`src/rtl/cipher_msg_feeder.sv`:
```
// Store-and-forward message source for stream_cipher: buffers host bytes and replays
// each complete message as a gap-free burst. Optional feature macro: KEY_ZEROIZE_EN.
module cipher_msg_feeder #(
  parameter int FIFO_DEPTH = 16,
  parameter int GAP_CYCLES = 4
) (
  input  logic        clk,
  input  logic        rst,
  input  logic [7:0]  s_data,
  input  logic        s_valid,
  input  logic        s_last,
  output logic        s_ready,
  input  logic [31:0] cfg_key,
  input  logic        cfg_encrypt,
  input  logic        cfg_valid,
  output logic        cfg_ready,
  output logic [7:0]  c_data,
  output logic        c_valid,
  output logic        c_new_message,
  output logic        c_encrypt,
  output logic [31:0] c_key,
  output logic        busy,
  output logic        err_trunc,
  output logic [15:0] msg_count
);

  // Handshakes (s_* and cfg_*): a transfer occurs on the rising edge where valid && ready
  // are both high; the source holds its payload stable until then. The c_* side has no ready.

  localparam int AW = $clog2(FIFO_DEPTH);
  localparam int GW = (GAP_CYCLES > 1) ? $clog2(GAP_CYCLES) : 1;
  localparam logic [AW:0]   FULL_CNT = (AW+1)'(FIFO_DEPTH);
  localparam logic [GW-1:0] GAP_LAST = GW'(GAP_CYCLES - 1);
`ifdef KEY_ZEROIZE_EN
  localparam bit ZEROIZE = 1'b1;
`else
  localparam bit ZEROIZE = 1'b0;
`endif

  typedef enum logic [1:0] {
    IDLE   = 2'd0,
    STREAM = 2'd1,
    GAP    = 2'd2
  } state_e;

  logic [8:0]    mem_q [FIFO_DEPTH];
  logic [AW-1:0] wr_ptr_q, rd_ptr_q;
  logic [AW:0]   count_q;
  logic [AW:0]   msgs_q;
  logic          discard_q;
  logic          err_trunc_q;

  state_e        state_q;
  logic [GW-1:0] gap_cnt_q;
  logic          first_q;
  logic          key_enc_q;
  logic [7:0]    c_data_q;
  logic          c_valid_q;
  logic          c_new_message_q;
  logic          c_encrypt_q;
  logic [31:0]   c_key_q;
  logic          busy_q;
  logic [15:0]   msg_count_q;

  logic       full, accept, push, trunc, entry_last, push_last;
  logic       pop, pop_last, hs;
  logic [8:0] pop_entry;

  always_comb begin
    full       = (count_q == FULL_CNT);
    s_ready    = !full || discard_q;
    accept     = s_valid && s_ready;
    push       = accept && !discard_q;
    // Filling the last slot with no complete message buffered would deadlock the host,
    // so the message is cut here and the remainder is swallowed.
    trunc      = push && (count_q == FULL_CNT - 1'b1) && !s_last && (msgs_q == '0);
    entry_last = s_last || trunc;
    push_last  = push && entry_last;
    pop        = (state_q == STREAM);
    pop_entry  = mem_q[rd_ptr_q];
    pop_last   = pop && pop_entry[8];
    cfg_ready  = (state_q == IDLE) && (msgs_q != '0);
    hs         = cfg_valid && cfg_ready;
  end

  always_ff @(posedge clk) begin
    if (push) mem_q[wr_ptr_q] <= {entry_last, s_data};
  end

  always_ff @(posedge clk or posedge rst) begin
    if (rst) begin
      wr_ptr_q    <= '0;
      rd_ptr_q    <= '0;
      count_q     <= '0;
      msgs_q      <= '0;
      discard_q   <= 1'b0;
      err_trunc_q <= 1'b0;
    end else begin
      if (push) wr_ptr_q <= wr_ptr_q + 1'b1;
      if (pop)  rd_ptr_q <= rd_ptr_q + 1'b1;
      case ({push, pop})
        2'b10:   count_q <= count_q + 1'b1;
        2'b01:   count_q <= count_q - 1'b1;
        default: count_q <= count_q;
      endcase
      case ({push_last, pop_last})
        2'b10:   msgs_q <= msgs_q + 1'b1;
        2'b01:   msgs_q <= msgs_q - 1'b1;
        default: msgs_q <= msgs_q;
      endcase
      if (trunc) begin
        discard_q   <= 1'b1;
        err_trunc_q <= 1'b1;
      end else if (discard_q && accept && s_last) begin
        discard_q <= 1'b0;
      end
    end
  end

  always_ff @(posedge clk or posedge rst) begin
    if (rst) begin
      state_q         <= IDLE;
      gap_cnt_q       <= '0;
      first_q         <= 1'b0;
      key_enc_q       <= 1'b0;
      c_data_q        <= 8'd0;
      c_valid_q       <= 1'b0;
      c_new_message_q <= 1'b0;
      c_encrypt_q     <= 1'b0;
      c_key_q         <= 32'd0;
      busy_q          <= 1'b0;
      msg_count_q     <= 16'd0;
    end else begin
      case (state_q)
        IDLE: begin
          c_valid_q       <= 1'b0;
          c_new_message_q <= 1'b0;
          c_data_q        <= 8'd0;
          if (hs) begin
            c_key_q   <= cfg_key;
            key_enc_q <= cfg_encrypt;
            first_q   <= 1'b1;
            busy_q    <= 1'b1;
            state_q   <= STREAM;
          end
        end
        STREAM: begin
          // The whole message is buffered, so one entry leaves every cycle.
          c_data_q        <= pop_entry[7:0];
          c_valid_q       <= 1'b1;
          c_new_message_q <= first_q;
          c_encrypt_q     <= key_enc_q;
          first_q         <= 1'b0;
          if (pop_entry[8]) begin
            msg_count_q <= msg_count_q + 16'd1;
            if (GAP_CYCLES > 0) begin
              gap_cnt_q <= '0;
              state_q   <= GAP;
            end else begin
              busy_q  <= 1'b0;
              state_q <= IDLE;
              if (ZEROIZE) begin
                c_key_q     <= 32'd0;
                c_encrypt_q <= 1'b0;
              end
            end
          end
        end
        GAP: begin
          c_valid_q       <= 1'b0;
          c_new_message_q <= 1'b0;
          c_data_q        <= 8'd0;
          if (gap_cnt_q == GAP_LAST) begin
            busy_q  <= 1'b0;
            state_q <= IDLE;
            if (ZEROIZE) begin
              c_key_q     <= 32'd0;
              c_encrypt_q <= 1'b0;
            end
          end else begin
            gap_cnt_q <= gap_cnt_q + 1'b1;
          end
        end
        default: begin
          busy_q  <= 1'b0;
          state_q <= IDLE;
        end
      endcase
    end
  end

  assign c_data        = c_data_q;
  assign c_valid       = c_valid_q;
  assign c_new_message = c_new_message_q;
  assign c_encrypt     = c_encrypt_q;
  assign c_key         = c_key_q;
  assign busy          = busy_q;
  assign err_trunc     = err_trunc_q;
  assign msg_count     = msg_count_q;

endmodule

```
`config.mk`:
```
export PLATFORM = sky130hd
export DESIGN_NAME = cipher_msg_feeder
export DESIGN_NICKNAME = d
export VERILOG_FILES = /design/src/rtl/cipher_msg_feeder.sv
export SDC_FILE = /design/constraint.sdc
export NUM_CORES = 1
export LEC_CHECK = 0
export CAP_MARGIN = 20
export CELL_PAD_IN_SITES_DETAIL_PLACEMENT = 0
export CELL_PAD_IN_SITES_GLOBAL_PLACEMENT = 1
export CORE_ASPECT_RATIO = 1.2
export CORE_UTILIZATION = 49
export CTS_BUF_LIST = sky130_fd_sc_hd__clkbuf_8
export DETAILED_ROUTE_END_ITERATION = 12
export PLACE_DENSITY = 0.92
export SLEW_MARGIN = 20
export SYNTH_ARGS = -nofsm -noshare
export SYNTH_HDL_FRONTEND = slang
export SYNTH_SLANG_ARGS = --single-unit
```
`constraint.sdc`:
```
create_clock -name clk -period 4.3 [get_ports clk]
set_input_delay 1.29 -clock clk [delete_from_list [all_inputs] [get_ports clk]]
set_output_delay 1.29 -clock clk [all_outputs]
set_load 0.02 [all_outputs]
```
======== Word-level counts from Yosys, hierarchy flattened ========
Memory sizes are Yosys's and may differ from the RTL's.
Index checks and enable logic that the tools add are counted.
storage, ports and cells
  register bits after elaboration ......... 86
  latch bits .............................. 0
  bits in writable memories ............... 144
  memory bits (read-only) ................. 0
  input port bits ......................... 46
  memories ................................ 1
cells by class
  $add $sub $neg .......................... 8
  multipliers ............................. 0
  div/mod/pow operators ................... 0
  magnitude comparators ................... 0
  eq/ne operators ......................... 13
  shift-type cells ........................ 0
  muxes and demuxes ....................... 20
  bitwise operators ....................... 1
  reduce and logical (&&, ||, !) cells .... 32
memory list
  memory  words  bits a word  read ports  clocked after Yosys merged registers in  wr ports  RTL line  text
  mem_q   16     9            1           0                                        1         46        logic [8:0] mem_q [FIFO_DEPTH];
operators by type and width
  kind                   count
  $pmux 5 s2             2
  $add 16x1->16 const B  1
  $pmux 8 s2             1
  $reduce_bool 2->1      6
  $logic_and 1x1->1      11
  $add 5x1->5 const B    2
  $mux 2                 5
  $sub 5x1->5 const B    2
  $reduce_and 3->1       3
  $add 4x1->4 const B    2
  $eq 2x2->1 const B     4
  $eq 2x1->1 const B     3
  $mux 1                 6
  $ne 2x2->1 const B     3
  $pmux 1 s2             3
  $pmux 2 s3             1
  $reduce_and 2->1       3
  $eq 5x4->1 const B     1
  $eq 5x5->1 const B     1
  $logic_not 5->1        1
  $reduce_bool 5->1      1
  $pmux 2 s2             1
  $logic_not 1->1        3
  $pmux 1 s3             1
  other kinds (6)        7

======== Depth between registers and ports, before layout ========
  depth after elaboration ................. 12
  gate-level depth with buffers ........... 15
  mapped depth without buffers ............ 14

======== Least setup slack after synthesis ========
No wires, ideal clock.
  kind .................................... in2reg
  from .................................... in s_valid
  to ...................................... reg msgs_q[4]
  data arrival time ....................... 3557 ps
  path slack .............................. 618 ps
  cell stages on the path ................. 13
  buffers on the path ..................... 1
  cell sequence ........................... and3b_1 > buf_2 > inv_1 > nor3_1 > or2_2 > nand2_1 > ha_1 > fa_1 > a21o_1 > a21oi_1 > xor2_1 > nor2_1 > xor2_1
between the ends
  cells in the longest elaborated chain, start to end .. 9
  elaborated cells on any way between the ends .. 11
  those cells by class .................... eq/ne: 2; mux: 1; reduce/logical: 8
ends and longest elaborated chain
  element                                                 RTL line  text
  start: declaration                                      10        input logic s_valid,
  $logic_and 1x1->1 (*)                                   72        accept = s_valid && s_ready;
  $logic_and 1x1->1 (*)                                   73        push = accept && !discard_q;
  $logic_and 1x1->1 (*) (3 in series)                     76        trunc = push && (count_q == FULL_CNT - 1'b1) && !s_last && (msgs_q == '0);
  $logic_or 1x1->1 (*)                                    77        entry_last = s_last || trunc;
  net entry_last                                          65        logic full, accept, push, trunc, entry_last, push_last;
  $logic_and 1x1->1 (*)                                   78        push_last = push && entry_last;
  $eq 2x1->1 / $eq 2x2->1 (equally long branches)         106       case ({push_last, pop_last})
  $pmux 5 s2 / $reduce_bool 2->1 (equally long branches)  --
  end signal: assignment                                  107       2'b10: msgs_q <= msgs_q + 1'b1;
  end signal: assignment                                  108       2'b01: msgs_q <= msgs_q - 1'b1;
  end signal: assignment                                  109       default: msgs_q <= msgs_q;
  end: declaration                                        49        logic [AW:0] msgs_q;
The timed path passes the listed nets; every way through them passes the cells marked *.
A chain may end at the register's enable or synchronous reset.

======== Final worst setup path ========
  from .................................... in s_last
  to ...................................... reg msgs_q[4]
between the ends
  cells in the longest elaborated chain, start to end .. 7
  elaborated cells on any way between the ends .. 9
  those cells by class .................... eq/ne: 2; mux: 1; reduce/logical: 6
ends and longest elaborated chain
  element                                                 RTL line  text
  start: declaration                                      11        input logic s_last,
  $logic_not 1->1                                         76
  $logic_and 1x1->1 (2 in series)                         76
  $logic_or 1x1->1 (*)                                    77
  net entry_last                                          65
  $logic_and 1x1->1 (*)                                   78
  $eq 2x1->1 / $eq 2x2->1 (equally long branches)         106
  $pmux 5 s2 / $reduce_bool 2->1 (equally long branches)  --
Marked as above.

==> results.md <==
- Total wire length: 18800 um
- Die area: 19500 sq um
- Vias in the first global route: 5650
- Top FF cell, synth: edfxtp_1
- Most common cell after layout, fill and taps aside: edfxtp_1
- VDD IR-drop max: 0.279 mV
- Synthesized area per cell: 16.9 sq um
- Layout cells sized above 1: 20.3%
- CP Cell Sequence: clkdlybuf4s50_1 -> nor4bb_1 -> nand3_1 -> nor3_1 -> or2_2 -> nand2_1 -> ha_1 -> fa_1 -> a21o_1 -> a21oi_1 -> xor2_1 -> nor2_1 -> xor2_1
- Vias per cell: 5.34
- Total gr overflow: 0
- Placed cell areas: 10700 sq um
- Area contributors post-synth: edfxtp_1, dfrtp_1, mux4_2
- Worst hold slack: 0.470 ns
- Hold Path Stages: 1
- Placer Congestion: 0.756
- Num CTS Buffers: 36
- Place WS: 0.174 ns
- CTS tree: yes
- Setup TNS: 0 ns
- Worst Tran Pin Value: 0.707 ns
- Initial DRC count: 309
- Starting density of the core: 50.5%
- Top cell by count, worst path: xor2_1
- Layout fillers: 1305
- Final hold violation count: 0
- Core area: 18400 sq um
- Most frequent cells in the layout: edfxtp_1, clkdlybuf4s50_1, dfrtp_1
- Syn nets: 611
- Post-CTS sizing: 0
- HPWL after DPL: 12700 um
- CP endpoint kind: flip-flop
- Post-synth EDFFs: 144
- Final setup margin: 0.701 ns
- Setup repair bufs after CTS: 0
- Fin crit period: 3.60 ns
- Worst path bufs/invs: 1
- Slew Limit Fails: 0
- Area grow syn2layout: 22.7%
- Crit path max-delay family: simple AND/OR/NAND/NOR gates
- Largest net degree at the start of global routing: 57
- CP startpoint kind: input port
- Yosys reg bits: 230
- Die X: 128 um
- Placed cells: 909
- CTS Buffer Depth: 3
- Synth area leader: edfxtp_1
- Multi-input gate area: 2600 sq um
- DRT Pass-1 Iters: 4
- CP max-delay cell: clkdlybuf4s50_1
- FFs w/ async S/R, synth: 37.4%
- Initial antenna violation count: 0
- Cells after Synth: 548
- Cell depth of the worst flop-to-flop path: 11
- Mapped Area: 9280 sq um
- Maximum fanout along the worst path: 5
- Worst EP arrival: 4.00 ns
- First-pass GRT wire length: 29500 um
- Final non-filler cell area: 11400 sq um
- Cts hold-fix bufs: 0
- Yosys warnings: 0
- Ant. Diodes: 0
- PD cells: 663 nW/um^2
- Outcome: finished clean
- Clock Skew: 0.0249 ns
- Fmax: 0.278 GHz
- GRT Util Overall: 19.9%
- HP Class: flip-flop to flip-flop
- Via count: 5211
- Share of the synthesized area in the top cell type: 46.6%
- Clock-pin transition on the worst setup and hold timing paths: 0.06 ns
- Row count: 54
- Crit share post-route: 83.7%
- R2r setup slk: 0.94 ns
- Top Ports: 109
- IO Port Bufs: 108
- Required @ worst endpoint: 4.70 ns
- Static Leak: 4.37 nW
- Seq/Total Area, Yosys: 69.8%
- Clock latency on the worst-skew pair: 0.53 ns
- Final cell count without fillers: 975
- Final #Nets: 759
- DRC: 0
- Clock sinks: 230
- Max Cap Viol: 0
- Final setup fails: 0
- Die Y-Extent: 153 um
- Storage cell area: 6480 sq um
- CP Depth: 13
- CTS Root Cell: clkbuf_8
- RSZ-0062 raised after global routing: false
- Slew HR: 52.7%
- ANT nets after route: 0
- Drt wl/cell: 19.2 um
- Synth cell types: 49
- Largest stage delay, worst path: 0.43 ns
- H-tree Lvls: 2
- Critical path class: input port to flip-flop
-- kinds of logic (layout without fill, tap and decap cells) --
kind of cell,count (synthesis),in the layout,share of synthesized area (%)
buf+inv,38,213,2.17
xor+xnor,32,32,3.02
fa+ha+maj,17,17,2.45
simple gates,106,106,5.39
compound gates,51,51,3.99
flops,230,230,69.8
mux,74,74,13.2
-- worst reg2reg max path, cell delays in order (launching register included) --
cell	delay (ns)
dfrtp_2	0.43
buf_4	0.36
mux4_2	0.57
o21ai_2	0.24
a21oi_2	0.12
ha_1	0.32
fa_1	0.43
a21o_1	0.20
a21oi_1	0.16
xor2_1	0.17
nor2_1	0.08
xor2_1	0.16
-- path summary, 6_finish.rpt --
| kind | startpoint | endpoint |
|---|---|---|
| max reg2reg | rd_ptr_q[0] | msgs_q[4] |
| min in group asynchronous | rst | c_key[22] |
| min reg2reg | msg_count[15] | msg_count[15] |
| max in group asynchronous | rst | c_key[9] |
| min | msg_count[15] | msg_count[15] |
| max | s_last | msgs_q[4] |
-- power breakdown --
group / internal (W) / leakage (nW) / total (W) / switching [W]
combinational: 0.00135 / 1.62 / 0.00275 / 0.00140
sequential: 0.00285 / 2.37 / 0.00316 / 0.000318
clock: 0.000814 / 0.381 / 0.00164 / 0.000822
-- cell usage after synthesis (8+ instances only) --
master	number
xnor2_1	19
mux4_2	30
inv_1	13
edfxtp_1	144
clkbuf_1	8
dfrtp_1	86
nor2_1	27
xor2_1	13
mux2_2	35
nand2_1	38
ha_1	15
a22o_1	8
a221oi_1	8
o21ai_0	9
nand4_1	8
-- cell type report --
type | instances | share of cell area [%]
Clock buffer | 37 | 4.47
Timing Repair Buffer | 135 | 11.4
Inverter | 13 | 0.440
Multi-Input combinational cell | 280 | 22.9
Sequential cell | 230 | 56.9
Tap cell | 252 | 2.77
Clock inverter | 28 | 1.18
-- metrics by stage --
stage / util [%] / total power (W)
floorplan: - / 0.00498
global placement: 58.3 / 0.00582
detailed placement: 58.3 / 0.00598
CTS: 61.8 / 0.00762
global route: 62.0 / 0.00796
finish: 62.0 / 0.00755
-- sequential cells by signal, summed over array words and instances, names as in the netlist, 2 cells and up --
signal     flops
gap_cnt_q      2
c_data         8
msg_count     16
c_key         32
rd_ptr_q       4
wr_ptr_q       4
msgs_q         5
state_q        2
mem_q        144
count_q        5
-- per-layer routing --
| layer | wire (um) | up-vias | global-route usage (%) |
|---|---|---|---|
| met5 | 0 | - | 0 |
| met4 | 348 | 0 | 6.89 |
| met3 | 1180 | 31 | 4.63 |
| met2 | 9810 | 183 | 35.1 |
| met1 | 7410 | 2623 | 23.7 |
| li1 | - | 2374 | - |
Power figures use the tool's default switching activity.
